$ cat src/rtl/perf_event_sequencer.sv
// Performance-event counter bank with periodic/manual snapshot and a single
// valid/ready stream that replays the snapshot one counter per entry.
module perf_event_sequencer #(
  parameter int NUM_EVENTS = 8,
  parameter int CNT_WIDTH  = 32,
  parameter int INTERVAL   = 1024,
  parameter int IDW        = $clog2(NUM_EVENTS)
) (
  input  logic                  clk,
  input  logic                  rst,
  input  logic                  en,
  input  logic [NUM_EVENTS-1:0] inc,
  input  logic                  clear,
  input  logic                  dump_req,
  output logic                  out_valid,
  input  logic                  out_ready,
  output logic [IDW-1:0]        out_id,
  output logic [CNT_WIDTH-1:0]  out_count,
  output logic                  out_last,
  output logic                  busy,
  output logic [7:0]            dropped,
  output logic [63:0]           cycle_cnt
);

  localparam int TW = (INTERVAL > 1) ? $clog2(INTERVAL) : 1;
  localparam logic [IDW-1:0] LAST_IDX  = IDW'(NUM_EVENTS - 1);
  localparam logic [TW-1:0]  TIMER_TOP = TW'(INTERVAL - 1);

  typedef enum logic {IDLE, DUMP} state_t;

  state_t               state, nextState;
  logic [CNT_WIDTH-1:0] cnt    [NUM_EVENTS];
  logic [CNT_WIDTH-1:0] shadow [NUM_EVENTS];
  logic [IDW-1:0]       idx;
  logic [TW-1:0]        timer;
  logic                 pending;
  logic                 autoTrig, trigger, dumping, isLast, accept, startDump;

  function automatic logic [7:0] satInc8(input logic [7:0] v);
    return (v == 8'hFF) ? v : v + 8'd1;
  endfunction

  always_comb begin
    dumping   = (state == DUMP);
    isLast    = dumping && (idx == LAST_IDX);
    accept    = dumping && out_ready;
    autoTrig  = en && (timer == TIMER_TOP);
    trigger   = dump_req || autoTrig;
    nextState = state;
    startDump = 1'b0;
    case (state)
      IDLE: begin
        if (trigger || pending) begin
          nextState = DUMP;
          startDump = 1'b1;
        end
      end
      DUMP: begin
        if (accept && isLast) nextState = IDLE;
      end
      default: nextState = IDLE;
    endcase
  end

  always_ff @(posedge clk or negedge rst) begin
    if (!rst) state <= IDLE;
    else      state <= nextState;
  end

  // Sequencing control: entry index, merged-trigger bookkeeping, timers
  always_ff @(posedge clk or negedge rst) begin
    if (!rst) begin
      idx       <= '0;
      pending   <= 1'b0;
      dropped   <= '0;
      timer     <= '0;
      cycle_cnt <= '0;
    end else begin
      cycle_cnt <= cycle_cnt + 64'd1;
      if (en) timer <= (timer == TIMER_TOP) ? '0 : timer + 1'b1;
      if (startDump) begin
        idx     <= '0;
        pending <= 1'b0;
      end else if (dumping) begin
        if (trigger) begin
          if (pending) dropped <= satInc8(dropped);
          else         pending <= 1'b1;
        end
        if (accept && !isLast) idx <= idx + 1'b1;
      end
    end
  end

  // Shadow captures the pre-update live value in the snapshot cycle
  always_ff @(posedge clk or negedge rst) begin
    if (!rst) begin
      for (int i = 0; i < NUM_EVENTS; i++) begin
        cnt[i]    <= '0;
        shadow[i] <= '0;
      end
    end else begin
      for (int i = 0; i < NUM_EVENTS; i++) begin
        if (clear)   cnt[i] <= '0;
        else if (en) cnt[i] <= cnt[i] + CNT_WIDTH'(inc[i]);
        if (startDump) shadow[i] <= cnt[i];
      end
    end
  end

  assign out_valid = dumping;
  assign busy      = dumping;
  assign out_last  = isLast;
  assign out_id    = dumping ? idx : '0;
  assign out_count = dumping ? shadow[idx] : '0;

endmodule

$ cat config.mk
export PLATFORM = sky130hd
export DESIGN_NAME = perf_event_sequencer
export DESIGN_NICKNAME = d
export VERILOG_FILES = /design/src/rtl/perf_event_sequencer.sv
export SDC_FILE = /design/constraint.sdc
export NUM_CORES = 1
export LEC_CHECK = 0
export ABC_AREA = 1
export BUFFER_PORTS_ARGS = -buffer_cell sky130_fd_sc_hd__buf_4
export CAP_MARGIN = 20
export CORE_MARGIN = 2
export CORE_UTILIZATION = 39
export DETAILED_ROUTE_END_ITERATION = 12
export GPL_TIMING_DRIVEN = 0
export MAX_ROUTING_LAYER = met4
export PLACE_DENSITY = 0.65
export SETUP_SLACK_MARGIN = 0.05
export SKIP_CTS_REPAIR_TIMING = 1
export SYNTH_ARGS = -nofsm -noshare
export SYNTH_HDL_FRONTEND = slang
export SYNTH_SLANG_ARGS = --single-unit
$ cat constraint.sdc
create_clock -name clk -period 1.73 [get_ports clk]
set_input_delay 0.4325 -clock clk [delete_from_list [all_inputs] [get_ports clk]]
set_output_delay 0.4325 -clock clk [all_outputs]
set_load 0.01 [all_outputs]
==> reports/qor.yml, run 1 <==
die:
  top_level_ports: 124
  initial_core_util: 0.392
  die_h_microns: 293
  die_w_microns: 293
  core_sq_um: 83200
  num_rows: 106
  design.die.area_sq_um: 85900
worst_setup_path:
  cp_slowest_cell: "dfrtp_2"
  path_class: "reg -> out"
  max_stage_delay_ns: 0.45
  crit_chain: "buf_12 > buf_12 > buf_12 > mux2i_4 > o22ai_2 > nand3_1 > nand2_2 > buf_4"
  crit_arrival_ns: 2.51
  start_kind: "flip-flop"
  cp_max_fo: 11
  required_ns: 1.30
  worstSetupEndpointType: "output port"
  crit_top_cell: "buf_12"
routing:
  ant_nets: 0
  first_pass_iters: 6
  vias: 33100
  dr.first_iter.drc_count: 3231
  drc_errors: 0
  vias_per_cell: 5.47
  routed_wl_microns: 128000
  wl_per_cell_microns: 21.2
clocking:
  clockBufferDepth: 3
  clk_latency_ns: 0.65
  clock_sinks: 599
  clkTransAtPathRegs_ns: 0.06
  tritoncts: "done"
  htreeDepth: 3
  cts_root_buf: "clkbuf_16"
  numCtsBuffers: 72
synth:
  synth_xor_area_frac: 0.0172
  yosysWarnings: 0
  synth_top_area_frac: 0.460
  ys_types: 36
  synth-seq-cells: 599
  synth_mux_area_frac: 0.00982
  synthTopCellsByArea: "dfrtp_1, nand2_1, nor2_1, nand3_1, inv_1"
  avgSynthCellArea_sq_um: 7.18
  synth-compound-area-share: 0.0644
  synthCells: 4544
  seq_area_frac_synth: 0.460
  synth_top_family_by_area: "simple AND/OR/NAND/NOR gates"
  yosys.area_share.simple: 0.374
  synth_largest_area_cell: "dfrtp_1"
  syn_area_sq_um: 32600
  syn_nets: 4579
  synth_fa_ha_area_frac: 0.00806
layout:
  layout.cells.non_filler: 6051
  syn_to_final_growth_pct: 34.4
  design_area_sq_um: 43800
  fill_cells: 7713
  drive_gt1_frac: 0.261
  fin_util: 0.527
  nets: 4949
global_routing:
  grt_pass1_wl_microns: 181000
  grt_pass1_vias: 29700
  use_met1: 0.400
  use_met2: 0.428
  track_usage: 0.286
  grt_max_degree: 122
  busiest_layer: "met2"
  grt-ovfl-total: 0
  globalRouteMet3Util: 0.0385
  antenna_found_initial: 2
power:
  p_leak_nw: 19.8
  cellPowerDensity_nw_per_um2: 1090
  seq_power_share: 0.314
  clock_power_share: 0.343
  p_comb_frac: 0.343
  swShare: 0.360
  internal_power_mw: 30.4
  vdd_drop_max_mv: 0.824
  totalPowerFinal_mw: 47.6
  netSwitchingPower_mw: 17.1
sta:
  tns_ns: -100.27
  holdWs_ns: -0.175
  setup_slack_ns: -1.21
  period_share: 1.70
  fin_worst_skew_ns: 0.0313
  slew_viol_final: 0
  hold_viol: 88
  tightestPinTransition_ns: 0.964
  max_slew_margin: 0.357
  fmax_mhz: 340
  rsz0062_at_grt: "yes"
  period_minus_slack_ns: 2.94
  setup_viol: 319
place:
  place_inst: 5759
  placed_area_sq_um: 35300
  gp_congestion: 1.03
  io_buffers: 122
  post-place-ws_ns: -1.22
  place_hpwl_microns: 91100
hold_path:
  hp-class: "in -> async"
run:
  maxCapViolations: 0
run_status:
  status: "finished, violations left"
  violations: "hold timing, setup timing"
-- kinds of logic (layout without fill, tap and decap cells) --
| kind of cell | Yosys count | in the layout |
|---|---|---|
| AOI/OAI and AO/OA | 377 | 377 |
| xor gates and xnor gates | 64 | 64 |
| adders and majority gates | 21 | 21 |
| buffers and inverters | 494 | 918 |
| DFF | 599 | 599 |
| muxes | 32 | 32 |
| other | 0 | 1 |
| and+or+nand+nor | 2957 | 2959 |
-- layer usage --
| metal | routed length, microns | share of wire |
|---|---|---|
| met1 | 55600 | 0.43 |
| met4 | 5330 | 0.042 |
| met2 | 57700 | 0.45 |
| met3 | 9700 | 0.076 |
| met5 | 0 | 0 |
-- flip-flops by register name (all words and copies together) (netlist names) --
register and flops:
busy 1, cnt 256, cycle_cnt 64, dropped 8, idx 3, pending 1, shadow 256, timer 10
-- final timing paths --
path,start,to,slack [ns],cells after the start
max,idx[0],out_count[21],-1.21,8
min,rst,cycle_cnt[57],-0.18,1
max reg2reg,timer[1],shadow[222],-0.32,11
min reg2reg,shadow[6],shadow[6],0.48,2
max in group asynchronous,rst,shadow[172],0.39,3
min in group clk,inc[0],cnt[224],0.17,4
-- Yosys cell counts (all sizes together) --
cell type and count:
inv 304, a31oi 10, nor2 771, o21a 1
dfrtp 599, xnor2 25, nor3 65, nand3 498
xor2 39, and2 8, nor3b 8, a21oi 116
mux2i 32, o21ai 174, a31o 6, ha 21
nand3b 9, a22oi 2, nand2 1510, o211ai 3
nand4 88, clkbuf 82, o21bai 1, o32ai 32
o22ai 32, buf 108
-- cell usage in the layout, fill, tap and decap left out, types with 10 or more instances in the layout --
master / instances
nand2_1: 1132
nor2_1: 640
dfrtp_1: 550
nand3_1: 452
inv_1: 293
nand2_2: 268
buf_4: 216
o21ai_0: 145
a21oi_1: 113
clkbuf_16: 110
nand2_4: 108
nand4_1: 88
nor2_4: 67
nor2_2: 65
buf_6: 59
nor3_1: 51
dfrtp_2: 49
buf_8: 41
clkbuf_1: 40
xor2_1: 39
clkbuf_2: 34
nand3_2: 28
xnor2_1: 25
o32ai_2: 23
o21ai_1: 23
buf_2: 20
nand3_4: 18
ha_4: 18
buf_12: 17
o22ai_1: 17
clkbuf_8: 15
mux2i_1: 14
clkbuf_4: 13
o22ai_2: 11
a31oi_1: 10
clkinv_2: 10
-- worst max-delay path: cells and delay by family, from the launching register on --
family / cells / cell delay, ns
flops: 1 / 0.45
mux: 1 / 0.21
compound gates: 1 / 0.28
simple gates: 2 / 0.30
buf+inv: 4 / 0.61
-- final cells by class --
cell class / instances / area, sq um / area share
Tap cell: 1080 / 1350 / 0.0308
Antenna cell: 1 / 2.50 / 0.0000571
Buffer: 188 / 1610 / 0.0366
Clock buffer: 98 / 2090 / 0.0478
Multi-Input combinational cell: 3453 / 18800 / 0.430
Sequential cell: 599 / 15100 / 0.344
Timing Repair Buffer: 296 / 3280 / 0.0748
Inverter: 304 / 1170 / 0.0266
Clock inverter: 32 / 417 / 0.00951
-- power groups by stage --
stage / Combinational [mW] / Sequential, mW / Clock (mW)
4_1_cts: 10.7 / 14.9 / 16.5
2_1_floorplan: 6.20 / 15.0 / 0
5_1_grt: 16.9 / 15.0 / 17.0
3_3_place_gp: 10.6 / 15.1 / 0
6_report: 16.3 / 14.9 / 16.3
3_5_place_dp: 10.7 / 15.1 / 0
(Power assumes the default switching activity.)
==> run 2, diff against run 1 <==
--- a/config.mk
+++ b/config.mk
@@ -5,7 +5,6 @@
 export SDC_FILE = /design/constraint.sdc
 export NUM_CORES = 1
 export LEC_CHECK = 0
-export ABC_AREA = 1
 export BUFFER_PORTS_ARGS = -buffer_cell sky130_fd_sc_hd__buf_4
 export CAP_MARGIN = 20
 export CORE_MARGIN = 2
==> reports/qor.yml, run 2 <==
global_routing:
  grt_pass1_wl_microns: 119000
  grt_pass1_vias: 20100
  track_usage: 0.211
  antenna_found_initial: 1
  grt_max_degree: 107
  grt-ovfl-total: 0
synth:
  ys_types: 55
  synth-seq-cells: 599
  synth_largest_area_cell: "dfrtp_1"
  synth_top_area_frac: 0.529
  yosys_most_used_dff: "dfrtp_1"
  yosysWarnings: 0
  seq_area_frac_synth: 0.529
  avgSynthCellArea_sq_um: 12.0
  synth_edf_count: 0
  syn_nets: 2398
  yosysMostFrequentCell: "dfrtp_1"
  synth_common_cells: "dfrtp_1, nor2_1, mux2_2"
  synthCells: 2363
  syn_area_sq_um: 28400
  synthTopCellsByArea: "dfrtp_1, mux2_2, mux4_2, xnor2_1, xor2_1"
  async_flop_share: 1.00
layout:
  drive_gt1_frac: 0.458
  layout.cells.non_filler: 3848
  final_cell_mix: "dfrtp_1, buf_4, nor2_1"
  nets: 2881
  diodes: 0
  reg_top3: "cnt (256), shadow (256), cycle_cnt (64)"
  syn_to_final_growth_pct: 40.7
  final_common_cell: "dfrtp_1"
clocking:
  htreeDepth: 3
  tritoncts: "done"
  clock_sinks: 599
  clk_latency_ns: 0.62
  cts_root_buf: "clkbuf_16"
  clkTransAtPathRegs_ns: 0.06
  clockBufferDepth: 3
  numCtsBuffers: 69
sta:
  max_slew_margin: 0.427
  period_share: 1.69
  rsz0062_at_grt: "yes"
  tightestPinTransition_ns: 0.856
  holdWs_ns: -0.193
  slew_viol_final: 0
  setup_viol: 458
  fmax_mhz: 341
  hold_viol: 79
  period_minus_slack_ns: 2.93
  fin_worst_skew_ns: 0.0288
  setup_slack_ns: -1.20
hold_path:
  hp-class: "in -> async"
worst_setup_path:
  start_kind: "flip-flop"
  crit_top_cell: "buf_12"
  cp_top_family: "multiplexers"
  cp_slowest_cell: "mux4_2"
  required_ns: 1.30
  cp_max_fo: 10
  crit_arrival_ns: 2.50
  crit_chain: "buf_12 > buf_12 > mux4_2 > mux2i_1 > nor2b_1 > buf_4"
  max_stage_delay_ns: 0.55
  path_class: "reg -> out"
  path_buf_inv: 3
  worstSetupEndpointType: "output port"
place:
  gp_congestion: 0.866
  place_hpwl_microns: 55300
  io_buffers: 122
  place_inst: 3441
  post-place-ws_ns: -0.917
die:
  num_rows: 98
  initial_core_util: 0.395
  design.die.area_sq_um: 74900
  die_h_microns: 274
  top_level_ports: 124
  die_w_microns: 274
  core_sq_um: 71700
power:
  cellPowerDensity_nw_per_um2: 920
  vdd_drop_max_mv: 0.661
  p_leak_nw: 18.5
routing:
  vias_per_cell: 5.54
  wl_per_cell_microns: 22.7
  dr.first_iter.drc_count: 1606
  vias: 21300
  drc_errors: 0
  first_pass_iters: 5
  ant_nets: 0
  routed_wl_microns: 87300
run:
  maxCapViolations: 0
run_status:
  violations: "hold timing, setup timing"
  status: "finished, violations left"
==> run 2: power breakdown <==
part           leakage, nW  switching (mW)  internal [mW]
Combinational         9.15            3.43           3.63
Sequential            8.18           0.434           14.4
Clock                 1.13            6.01           8.86
==> run 2: area by class of cell <==
cell class | instances | area [sq um]
plain buffers | 107 | 1310
clock buffers | 105 | 2110
clock inverters | 18 | 199
fillers | 5582 | 31800
inverters | 30 | 113
multi-input cells | 1621 | 15800
flip-flops and latches | 599 | 15100
well taps | 950 | 1190
repair buffers | 418 | 4110
==> run 2: final timing paths <==
check | to | from | slack, ns | depth (start not counted)
worst min-delay path | cnt[154] | rst | -0.19 | 1
min in group clk | busy | dump_req | 0.14 | 3
worst min register to register | cycle_cnt[63] | cycle_cnt[63] | 0.47 | 1
worst max-delay path | out_count[8] | idx[0] | -1.20 | 6
worst max register to register | shadow[190] | timer[1] | -0.70 | 11
max in group asynchronous | cnt[7] | rst | 0.48 | 3
==> run 2: per-layer routing <==
metal | GRT usage | part of all wire | up-vias
met5 | - | 0 | -
met4 | 0.0605 | 0.029 | 0
met3 | 0.0459 | 0.073 | 138
met2 | 0.322 | 0.47 | 714
met1 | 0.283 | 0.43 | 11100
li1 | - | - | 9388
==> run 2: kinds of logic after synthesis <==
kind of cell | after synthesis | share of synthesized area
compound gates | 74 | 0.0173
xor+xnor | 288 | 0.0889
fa+ha+maj | 21 | 0.00927
buf+inv | 143 | 0.0247
flops | 599 | 0.529
mux | 376 | 0.172
simple gates | 862 | 0.159
==> run 2: through the flow <==
step | utilization | hold slack (ns) | TNS, ns | total power, mW | instance area, sq um
5_1_grt | 0.556 | -0.136 | -237.51 | 37.9 | 39900
2_1_floorplan | - | 0.137 | -60.35 | 18.3 | 29700
3_3_place_gp | 0.443 | 0.465 | -4045.37 | 19.9 | 31800
6_report | 0.556 | -0.193 | -204.62 | 36.7 | 39900
3_5_place_dp | 0.445 | 0.464 | -363.18 | 20.0 | 31900
4_1_cts | 0.477 | -0.171 | -297.40 | 34.9 | 34200
